`src/rtl/lcd_cmd_host.sv`:
```
// Command-side initiator for the LCD controller: walks a command ROM script,
// issues each command under the busy handshake, then waits for done after the write.
//
// state    | meaning
// IDLE     | waiting for start after reset
// WAITRDY  | waiting for the controller to drop busy after its image load
// FETCH    | command ROM read strobe (CROM_EN low)
// LATCH    | capture ROM data into the command register
// ISSUE    | wait for busy low, then strobe the command
// WAITDONE | write issued, waiting for done
// FIN      | script completed
// ERR      | watchdog timeout or ROM overrun
module lcd_cmd_host #(
  parameter int CMD_AW = 6,
  parameter int TO_W   = 10
) (
  input  logic              clk,
  input  logic              reset,
  input  logic              start,
  output logic              CROM_EN,
  output logic [CMD_AW-1:0] CROM_A,
  input  logic [2:0]        CROM_Q,
  input  logic              busy,
  input  logic              done,
  output logic [2:0]        cmd,
  output logic              cmd_valid,
  output logic              host_busy,
  output logic              finished,
  output logic              err,
  output logic [1:0]        err_code,
  output logic [CMD_AW:0]   cmd_cnt
);

  typedef enum logic [2:0] {
    IDLE, WAITRDY, FETCH, LATCH, ISSUE, WAITDONE, FIN, ERR
  } state_t;

  // The wait that started at zero times out on its (2^TO_W-1)th cycle.
  localparam logic [TO_W-1:0]   WD_LAST   = {{(TO_W-1){1'b1}}, 1'b0};
  localparam logic [CMD_AW-1:0] ADDR_LAST = '1;
  localparam logic [CMD_AW:0]   CNT_MAX   = '1;

  state_t            state, state_n;
  logic [TO_W-1:0]   wd, wd_n;
  logic [2:0]        cmd_reg, cmd_reg_n, cmd_n;
  logic [CMD_AW-1:0] addr_n;
  logic [CMD_AW:0]   cnt_n;
  logic [1:0]        err_code_n;
  logic              cmd_valid_n;
  logic              wd_expired;

  always_comb begin
    state_n     = state;
    addr_n      = CROM_A;
    cmd_reg_n   = cmd_reg;
    cmd_n       = cmd;
    cmd_valid_n = 1'b0;
    cnt_n       = cmd_cnt;
    wd_n        = '0;
    err_code_n  = err_code;
    wd_expired  = (wd == WD_LAST);
    case (state)
      IDLE, FIN, ERR: begin
        if (start) begin
          state_n    = WAITRDY;
          addr_n     = '0;
          cnt_n      = '0;
          err_code_n = 2'b00;
        end
      end
      WAITRDY: begin
        if (!busy) begin
          state_n = FETCH;
        end else if (wd_expired) begin
          state_n    = ERR;
          err_code_n = 2'b01;
        end else begin
          wd_n = wd + TO_W'(1);
        end
      end
      FETCH: state_n = LATCH;
      LATCH: begin
        cmd_reg_n = CROM_Q;
        state_n   = ISSUE;
      end
      ISSUE: begin
        if (!busy) begin
          cmd_n       = cmd_reg;
          cmd_valid_n = 1'b1;
          if (cmd_cnt != CNT_MAX) cnt_n = cmd_cnt + (CMD_AW+1)'(1);
          if (cmd_reg == 3'd0) begin
            state_n = WAITDONE;
          end else if (CROM_A == ADDR_LAST) begin
            state_n    = ERR;
            err_code_n = 2'b10;
          end else begin
            addr_n  = CROM_A + CMD_AW'(1);
            state_n = FETCH;
          end
        end else if (wd_expired) begin
          state_n    = ERR;
          err_code_n = 2'b01;
        end else begin
          wd_n = wd + TO_W'(1);
        end
      end
      WAITDONE: begin
        if (done) begin
          state_n = FIN;
        end else if (wd_expired) begin
          state_n    = ERR;
          err_code_n = 2'b01;
        end else begin
          wd_n = wd + TO_W'(1);
        end
      end
      default: state_n = IDLE;
    endcase
  end

  // Status outputs are registered from the next state so they align with it.
  always_ff @(posedge clk) begin
    if (reset) begin
      state     <= IDLE;
      CROM_EN   <= 1'b1;
      CROM_A    <= '0;
      cmd_reg   <= '0;
      cmd       <= '0;
      cmd_valid <= 1'b0;
      host_busy <= 1'b0;
      finished  <= 1'b0;
      err       <= 1'b0;
      err_code  <= '0;
      cmd_cnt   <= '0;
      wd        <= '0;
    end else begin
      state     <= state_n;
      CROM_EN   <= (state_n != FETCH);
      CROM_A    <= addr_n;
      cmd_reg   <= cmd_reg_n;
      cmd       <= cmd_n;
      cmd_valid <= cmd_valid_n;
      host_busy <= !(state_n inside {IDLE, FIN, ERR});
      finished  <= (state_n == FIN);
      err       <= (state_n == ERR);
      err_code  <= err_code_n;
      cmd_cnt   <= cnt_n;
      wd        <= wd_n;
    end
  end

endmodule

```
`config.mk`:
```
export PLATFORM = sky130hd
export DESIGN_NAME = lcd_cmd_host
export DESIGN_NICKNAME = d
export VERILOG_FILES = /design/src/rtl/lcd_cmd_host.sv
export SDC_FILE = /design/constraint.sdc
export NUM_CORES = 1
export LEC_CHECK = 0
export ABC_CLOCK_PERIOD_IN_PS = 3000
export BUFFER_PORTS_ARGS = -buffer_cell sky130_fd_sc_hd__buf_2
export CAP_MARGIN = 30
export CORE_UTILIZATION = 59
export DETAILED_ROUTE_END_ITERATION = 7
export PLACE_DENSITY_LB_ADDON = 0.2
export SLEW_MARGIN = 20
export SYNTH_ARGS = -nofsm -noshare
export SYNTH_HDL_FRONTEND = slang
export SYNTH_SLANG_ARGS = --single-unit
```
`constraint.sdc`:
```
create_clock -name clk -period 3 [get_ports clk]
set_input_delay 0.6 -clock clk [delete_from_list [all_inputs] [get_ports clk]]
set_output_delay 0.6 -clock clk [all_outputs]
set_load 0.01 [all_outputs]
```
# Word level (Yosys, flattened, before mapping)
# Cells that the tools add are included.
# word_totals
register_bits,39
input_bits,8
word_cells,83
# classes
add_sub_neg,3
eq_ne,22
muxes,30
bitwise,2
n_reduce_logical,14
# ops
operator,n
10-bit 2-to-1 mux,3
6-bit 2-to-1 mux,4
3-bit 2-to-1 mux,7
7-bit 2-to-1 mux,3
10-bit one-hot mux with 2 select lines,1
3-bit == test (second input constant),6
3-bit one-hot mux with 6 select lines,1
2-bit 2-to-1 mux,7
2-bit != test (second input constant),7
7-bit one-hot mux with 2 select lines,1
6-bit one-hot mux with 2 select lines,1
10-bit by 1-bit adder with 10-bit output (second input constant),1
10-bit == test (second input constant),1
3-bit zero test,3
2-bit one-hot mux with 4 select lines,1
7-bit by 1-bit adder with 7-bit output (second input constant),1
7-bit != test (second input constant),1
6-bit by 1-bit adder with 6-bit output (second input constant),1
3-bit by 2-bit == test with 1-bit output (second input constant),2
6-bit == test (second input constant),1
3-bit != test (second input constant),2
6-bit AND reduction,1
5-bit AND reduction,1
4-bit AND reduction,1
11 further kinds,13

# Logic depth before layout (Yosys ltp)
# Gate-level depths: netlist (run 1).
# depth
depth_word,8
ltp_mapped,7
mapped_depth_nobuf,7

# Least setup slack after synthesis (run 1)
# No wires, ideal clock.
# synth_path
path_type,reg-to-reg
startpoint,reg CROM_A[0]
endpoint,reg CROM_A[5]
t_arrival_ns,2.020
required_ns,2.929
slack_ns,0.909
path_stages_with_launch,8
path_buffers,1
synth_period_minus_slack_ns,2.091
cell_sequence,dfxtp_1 ha_1 and4_1 a211o_1 o21a_1 clkbuf_1 or4_1 a21oi_1
# synth_via
elab_chain_len,5
word_cells_on_any_way,8
cone_classes,add/sub (1); eq/ne (2); mux (4); reduce/logical (1)
# synth_rtl
item,line,source
from (decl),21,"output logic [CMD_AW-1:0] CROM_A,"
from (signal assigned),139,CROM_A <= addr_n;
6-bit by 1-bit adder with 6-bit output,97,addr_n = CROM_A + CMD_AW'(1);
6-bit 2-to-1 mux,93,end else if (CROM_A == ADDR_LAST) begin
6-bit 2-to-1 mux,91,if (cmd_reg == 3'd0) begin
6-bit 2-to-1 mux,87,if (!busy) begin
6-bit one-hot mux with 2 select lines,62,case (state)
# Several ways; a longest one is shown, not always the timed one. The select of a mux whose other input is x is not followed.
# A chain may end at the register's enable or synchronous reset.

# Worst setup path in the final report (run 1)
# layout_path
startpoint,reg state[2]
endpoint,reg cmd_cnt[5]
# layout_via
elab_chain_len,4
word_cells_on_any_way,11
cone_classes,eq/ne (6); mux (1); reduce/logical (4)
# layout_rtl
item,line,source
from (decl),43,"state_t state, state_n;"
from (signal assigned),137,state <= state_n;
3-bit == test / 3-bit zero test (equally long branches),62,
3-bit OR reduction,62,
2-bit != test (no line) / 2-bit nonzero test (equally long branches),--,
4-bit AND reduction (no line),--,
to (signal assigned),147,cmd_cnt <= cnt_n;
to (decl),31,output logic [CMD_AW:0] cmd_cnt
# Several ways; a longest one is shown, not always the timed one.

==> flow_metrics.py, run 1 <==
metrics = {
    "clocking": {
        "clkTransAtPathRegs_ns": 0.11,
        "worstSkewPairLatency_ns": 0.33,
        "cts_num_sinks": 39,
        "cts_tree": "built",
        "clock_tree.buffer_depth": 2,
        "cts-resized-gates": 0,
        "root_buffer": "clkbuf_4",
        "h-tree-depth": 2,
        "postCtsSetupRepairBufs": 0,
        "holdBufCountCts": 0,
        "numCtsBuffers": 5,
    },
    "critical_path": {
        "ff2ff_setup_slack_ns": 0.70,
        "rr_endpoint": "cmd_cnt[5]$_SDFFE_PP0P_",
        "cp_data_arrival_time_ns": 2.57,
        "endpoint_kind": "register",
        "path_max_fanout": 17,
        "criticalPathCategory": "reg -> reg",
        "worst-r2r-cell-count": 5,
        "required_ns": 3.27,
        "cp-start-kind": "register",
        "reg2reg_from": "state[2]$_SDFF_PP0_",
    },
    "place": {
        "port_buffers": 30,
        "place.gp.congestion": 0.874,
        "place_ws_ns": 0.740,
        "hpwl_mm": 2.57,
        "dp_cells": 265,
    },
    "sta": {
        "fin_tns_setup_ns": 0,
        "max_freq_mhz": 434,
        "period_share_pct": 76.8,
        "max_slew_margin_pct": 50.6,
        "fin_ws_ns": 0.695,
        "rsz0062_at_grt": "no",
        "hold_viol_final": 0,
        "finalSetupViolations": 0,
        "tightest_slew_ns": 0.738,
        "drv_slew": 0,
        "skew_ns": 0.00820,
        "fin_crit_ns": 2.30,
    },
    "die": {
        "fp.dieW_um": 57.7,
        "num_io_pins": 31,
        "die-area_mm2": 0.00332,
        "core_mm2": 0.00285,
        "start_util_pct": 64.1,
        "die_y_um": 57.7,
        "rows": 19,
    },
    "min_path": {
        "hold_depth": 2,
        "hp-class": "reg -> reg",
        "worst_hold_path.endpoint": "cmd[2]$_SDFFE_PP0P_",
        "min_from": "cmd[2]$_SDFFE_PP0P_",
    },
    "pwr": {
        "leakagePower_nw": 0.804,
        "ir_drop_mv": 0.428,
        "pwr_density_cell_mw_per_mm2": 500,
    },
    "synthesis": {
        "ys_types": 47,
        "yosys_warnings": 0,
        "synth-edff-count": 0,
        "synth_largest_area_cell": "dfxtp_1",
        "async_flop_share_pct": 0,
        "avgSynthCellArea_um2": 8.54,
        "synth_area_mm2": 0.00183,
        "netlist.area_leader.share_pct": 42.7,
        "ys_seq_area_share_pct": 42.7,
        "synthCells": 214,
        "synth_nets": 226,
        "synth_ff_type": "dfxtp_1",
        "yosys-top-cells-area": "dfxtp_1 43%, nor2_1 5.7%, a21oi_1 4.7%",
        "ys_ff_latch": 39,
    },
    "route": {
        "routed_wl_mm": 3.59,
        "drtIter0Drc": 70,
        "drtAntennaViolNets": 0,
        "vias": 1619,
        "drtPass1Iterations": 7,
        "remaining_drc_errors": 3,
        "routedWlPerCell_um": 13.2,
        "via_per_inst": 5.93,
    },
    "global_routing": {
        "grt_max_degree": 21,
        "grt_pass1_wl_mm": 6.22,
        "grt_util_all_layers_pct": 23.8,
        "overflow": 0,
        "antenna_found_initial": 0,
        "first_global_vias": 1438,
    },
    "outcome": {
        "status": "finished with violations",
        "violations": "DRC",
    },
    "final_layout": {
        "finish.net_count": 253,
        "drive_above_1_share_pct": 15.7,
        "area_growth_pct": 10.6,
        "top_regs": "wd: 10 flops, cmd_cnt: 7 flops",
        "finalNonFillerCells": 273,
        "largest_register_ffs": 10,
        "regMostFlops": "wd",
        "diodes": 0,
    },
    "flow_run": {
        "max_cap_viol_count": 0,
    },
}
## worst max path at each step
stage / from / end / slack (ns) / cells after the start
final: state[2]$_SDFF_PP0_ / cmd_cnt[5]$_SDFFE_PP0P_ / 0.70 / 5
after global routing: state[2]$_SDFF_PP0_ / cmd_cnt[5]$_SDFFE_PP0P_ / 0.60 / 5
after CTS: state[2]$_SDFF_PP0_ / cmd_cnt[5]$_SDFFE_PP0P_ / 0.72 / 5
after detailed placement: state[2]$_SDFF_PP0_ / cmd_cnt[5]$_SDFFE_PP0P_ / 0.74 / 5
after global placement: state[2]$_SDFF_PP0_ / cmd_cnt[5]$_SDFFE_PP0P_ / 0.81 / 5
after floorplan: CROM_A[0]$_SDFFE_PP0P_ / CROM_A[5]$_SDFFE_PP0P_ / 0.91 / 7
## per-layer routing
layer  global-route usage, %  vias to the layer above  routed length (um)
met1                    33.0                      747                1810
met3                    5.80                        4                 200
met2                    37.2                       47                1540
li1                        -                      821                   -
met5                       0                        -                   0
met4                    7.14                        0                  41
## power by group
group	leakage (nW)	switching, W	internal (W)
Combinational	0.459	0.000114	0.0000726
Sequential	0.315	0.0000362	0.000538
Clock	0.0293	0.000160	0.0000915
## cell families (layout without fill, tap and decap cells)
| family | after synthesis | after routing | share of synthesized area, % |
|---|---|---|---|
| AO/OA/AOI/OAI | 51 | 51 | 18.6 |
| XOR/XNOR | 11 | 11 | 5.27 |
| adder cells (fa/ha/maj) | 4 | 4 | 2.74 |
| buffers and inverters | 18 | 46 | 4.11 |
| flip-flops | 39 | 39 | 42.7 |
| multiplexers | 4 | 4 | 2.19 |
| AND/OR/NAND/NOR | 87 | 87 | 24.4 |
## through the flow
stage | area, um2 | total power, W | hold slack (ns) | utilization [%]
after floorplan | 1830 | 0.000732 | 0.438 | -
after global placement | 1970 | 0.000767 | 0.442 | 69.1
after detailed placement | 1970 | 0.000769 | 0.443 | 69.1
after CTS | 2020 | 0.00102 | 0.459 | 70.9
after global routing | 2020 | 0.00107 | 0.474 | 70.9
final | 2020 | 0.00101 | 0.458 | 70.9
## synth_stat cells (2+ instances only)
library cell  instances
nand4_1               2
dfxtp_1              39
o21a_1                2
o211ai_1              4
nand3_1               8
o21ai_0               5
xnor2_1               5
ha_1                  4
or4_1                 2
and3_1                2
mux2i_1               4
nor2_1               28
clkbuf_1              8
o21ai_1               2
or3_1                 5
and2_1                4
inv_1                 8
o31ai_1               2
or3b_1                2
a211oi_1              3
o41ai_1               3
a311o_1               2
and4_1                3
a21oi_1              17
nor3_1                4
nand2_1              16
xor2_1                6
nand2b_1              4
a31oi_1               2
## layout by cell type (no fill, tap or decap), types with 4 or more instances in the layout
cell type / Yosys / routed
a21oi_1: 17 / 17
and2_1: 4 / 4
buf_2: 0 / 30
clkbuf_4: 0 / 5
dfxtp_1: 39 / 39
ha_1: 4 / 4
inv_1: 8 / 8
mux2i_1: 4 / 4
nand2_1: 16 / 16
nand2b_1: 4 / 4
nand3_1: 8 / 8
nor2_1: 28 / 28
nor3_1: 4 / 4
o211ai_1: 4 / 4
o21ai_0: 5 / 5
or3_1: 5 / 5
xnor2_1: 5 / 5
xor2_1: 6 / 6
## layout make-up
cell class	instances	area, um2
clock inverters	1	5.00
multi-input cells	157	972
well taps	31	38.8
fillers	250	831
clock buffers	7	45.0
inverters	8	30.0
flip-flops and latches	39	781
repair buffers	30	150
## worst max-delay path, stage by stage, from the launching register on
cell	delay, ns
dfxtp_1	0.64
or3b_1	0.44
a41o_1	0.24
and2_1	0.24
or4_1	0.54
a21oi_1	0.14
No activity file was read; power rests on OpenSTA's default activity.
==> run 2: changes to the inputs <==
--- a/config.mk
+++ b/config.mk
@@ -5,10 +5,10 @@
 export SDC_FILE = /design/constraint.sdc
 export NUM_CORES = 1
 export LEC_CHECK = 0
-export ABC_CLOCK_PERIOD_IN_PS = 3000
+export ABC_CLOCK_PERIOD_IN_PS = 2200
 export BUFFER_PORTS_ARGS = -buffer_cell sky130_fd_sc_hd__buf_2
 export CAP_MARGIN = 30
-export CORE_UTILIZATION = 59
+export CORE_UTILIZATION = 55
 export DETAILED_ROUTE_END_ITERATION = 7
 export PLACE_DENSITY_LB_ADDON = 0.2
 export SLEW_MARGIN = 20
==> constraint.sdc (replaced) <==
create_clock -name clk -period 2.2 [get_ports clk]
set_input_delay 0.44 -clock clk [delete_from_list [all_inputs] [get_ports clk]]
set_output_delay 0.44 -clock clk [all_outputs]
set_load 0.01 [all_outputs]
==> run 2 against run 1 <==
The flow now finishes without violations. Final area grew 2.7%. Final cell count grew 6.6%. Non-clock buffer count grew 5. Setup slack lost 0.59 ns. Die area grew 7.0%. Sequential share of layout area shrank 1.0 points. Count of clock-buffer cells in the layout is the same. Global-route usage shrank 1.4 points. Sequential power grew 31%.
==> flow_metrics.py, run 2 (synthesis gave the netlist of run 1 again) <==
metrics = {
    "final_layout": {
        "finalNonFillerCells": 291,
        "area_growth_pct": 13.6,
        "layout_common_cells": "39 x dfxtp_1, 30 x buf_2, 28 x nor2_1",
        "top_regs": "wd: 10 flops, cmd_cnt: 7 flops",
        "drive_above_1_share_pct": 17.8,
        "finish.net_count": 258,
        "regMostFlops": "wd",
        "largest_register_ffs": 10,
        "layout_commonest_cell": "dfxtp_1",
        "diodes": 0,
    },
    "sta": {
        "max_freq_mhz": 477,
        "drv_slew": 0,
        "finalSetupViolations": 0,
        "period_share_pct": 95.2,
        "max_slew_margin_pct": 69.2,
        "fin_tns_setup_ns": 0,
        "rsz0062_at_grt": "no",
        "skew_ns": 0.00890,
        "fin_crit_ns": 2.09,
        "hold_ws_ns": 0.342,
        "tightest_slew_ns": 0.458,
        "fin_ws_ns": 0.106,
        "hold_viol_final": 0,
    },
    "route": {
        "drtPass1Iterations": 6,
        "vias": 1600,
        "remaining_drc_errors": 0,
        "drtAntennaViolNets": 0,
        "via_per_inst": 5.50,
        "routedWlPerCell_um": 12.3,
        "drtIter0Drc": 103,
        "routed_wl_mm": 3.57,
    },
    "place": {
        "place.gp.congestion": 0.883,
        "port_buffers": 30,
        "place_ws_ns": 0.0999,
        "hpwl_mm": 2.61,
        "dp_cells": 283,
    },
    "clocking": {
        "clkTransAtPathRegs_ns": 0.11,
        "worstSkewPairLatency_ns": 0.33,
        "h-tree-depth": 2,
        "cts_tree": "built",
        "postCtsSetupRepairBufs": 0,
        "root_buffer": "clkbuf_4",
        "numCtsBuffers": 5,
        "cts_num_sinks": 39,
        "clock_tree.buffer_depth": 2,
    },
    "flow_run": {
        "max_cap_viol_count": 0,
    },
    "outcome": {
        "status": "finished, final reports clean",
    },
    "global_routing": {
        "gr-max-usage-layer": "met2",
        "first_global_vias": 1391,
        "antenna_found_initial": 0,
        "grt_pass1_wl_mm": 6.02,
        "grt_max_degree": 18,
        "overflow": 0,
        "met2_usage_pct": 33.8,
        "grt_util_all_layers_pct": 22.4,
        "grt_use_met1_pct": 31.0,
        "grtUsageMet3_pct": 6.71,
    },
    "critical_path": {
        "path_max_fanout": 10,
        "required_ns": 2.47,
        "cp-start-kind": "register",
        "cp_data_arrival_time_ns": 2.36,
        "endpoint_kind": "register",
        "criticalPathCategory": "reg -> reg",
    },
    "die": {
        "core_mm2": 0.00310,
        "fp.dieW_um": 59.7,
        "rows": 20,
        "die-area_mm2": 0.00356,
        "start_util_pct": 58.9,
        "die_y_um": 59.7,
        "num_io_pins": 31,
    },
    "min_path": {
        "hp-class": "in -> reg",
    },
    "pwr": {
        "pwr_density_cell_mw_per_mm2": 668,
        "power_w": 0.00139,
        "leakagePower_nw": 0.829,
        "ir_drop_mv": 0.385,
    },
}
[run 2: cell count changes in the layout (fill, tap and decap cells not counted), sizes merged]
cell	before	now
buf	30	35
[run 2: area by class of cell]
cell class                      count  area, um2
Sequential cell                    39        781
Fill cell                         291       1030
Inverter                            8       30.0
Timing Repair Buffer               35        188
Clock buffer                        7       45.0
Tap cell                           44       55.1
Clock inverter                      1       5.00
Multi-Input combinational cell    157        973
[run 2: worst max-delay path: stages (launching register included)]
cell and delay [ns]:
dfxtp_1 0.36, ha_1 0.23, and4_1 0.22, a211o_1 0.33
o21a_2 0.27, or4_1 0.48, a21oi_1 0.14
[run 2: report_power, final]
part	switching [W]	internal (W)	total, W
clock	0.000208	0.000125	0.000333
combinational	0.000188	0.000115	0.000303
sequential	0.0000188	0.000733	0.000752
total	0.000415	0.000973	0.00139
[run 2: routing by layer]
| metal | part of all wire (%) | wire length (um) | up-vias |
|---|---|---|---|
| li1 | - | - | 836 |
| met1 | 51 | 1810 | 738 |
| met2 | 46 | 1630 | 24 |
| met3 | 3.3 | 118 | 2 |
| met4 | 0.56 | 20 | 0 |
| met5 | 0 | 0 | - |
[run 2: path summary, 6_finish.rpt]
| check | endpoint | slack, ns | cells past startpoint | startpoint |
|---|---|---|---|---|
| worst max-delay path | CROM_A[5]$_SDFFE_PP0P_ | 0.11 | 6 | CROM_A[0]$_SDFFE_PP0P_ |
| worst max register to register | CROM_A[5]$_SDFFE_PP0P_ | 0.11 | 6 | CROM_A[0]$_SDFFE_PP0P_ |
| worst min-delay path | cmd_reg[1]$_SDFFE_PP0P_ | 0.34 | 3 | CROM_Q[1] |
| worst min register to register | cmd[0]$_SDFFE_PP0P_ | 0.46 | 2 | cmd[0]$_SDFFE_PP0P_ |
[run 2: timing repair]
item,in CTS,in global routing
endpoints found under the setup margin,0,1
hold endpoints to repair,0,0
resized for setup,0,1
hold buffers,0,0
[run 2: per-stage QoR]
| step | cell area, um2 | util (%) |
|---|---|---|
| final | 2080 | 66.9 |
| after floorplan | 1830 | - |
| after global placement | 2030 | 65.3 |
| after detailed placement | 2030 | 65.3 |
| after global routing | 2080 | 66.9 |
| after CTS | 2080 | 66.9 |
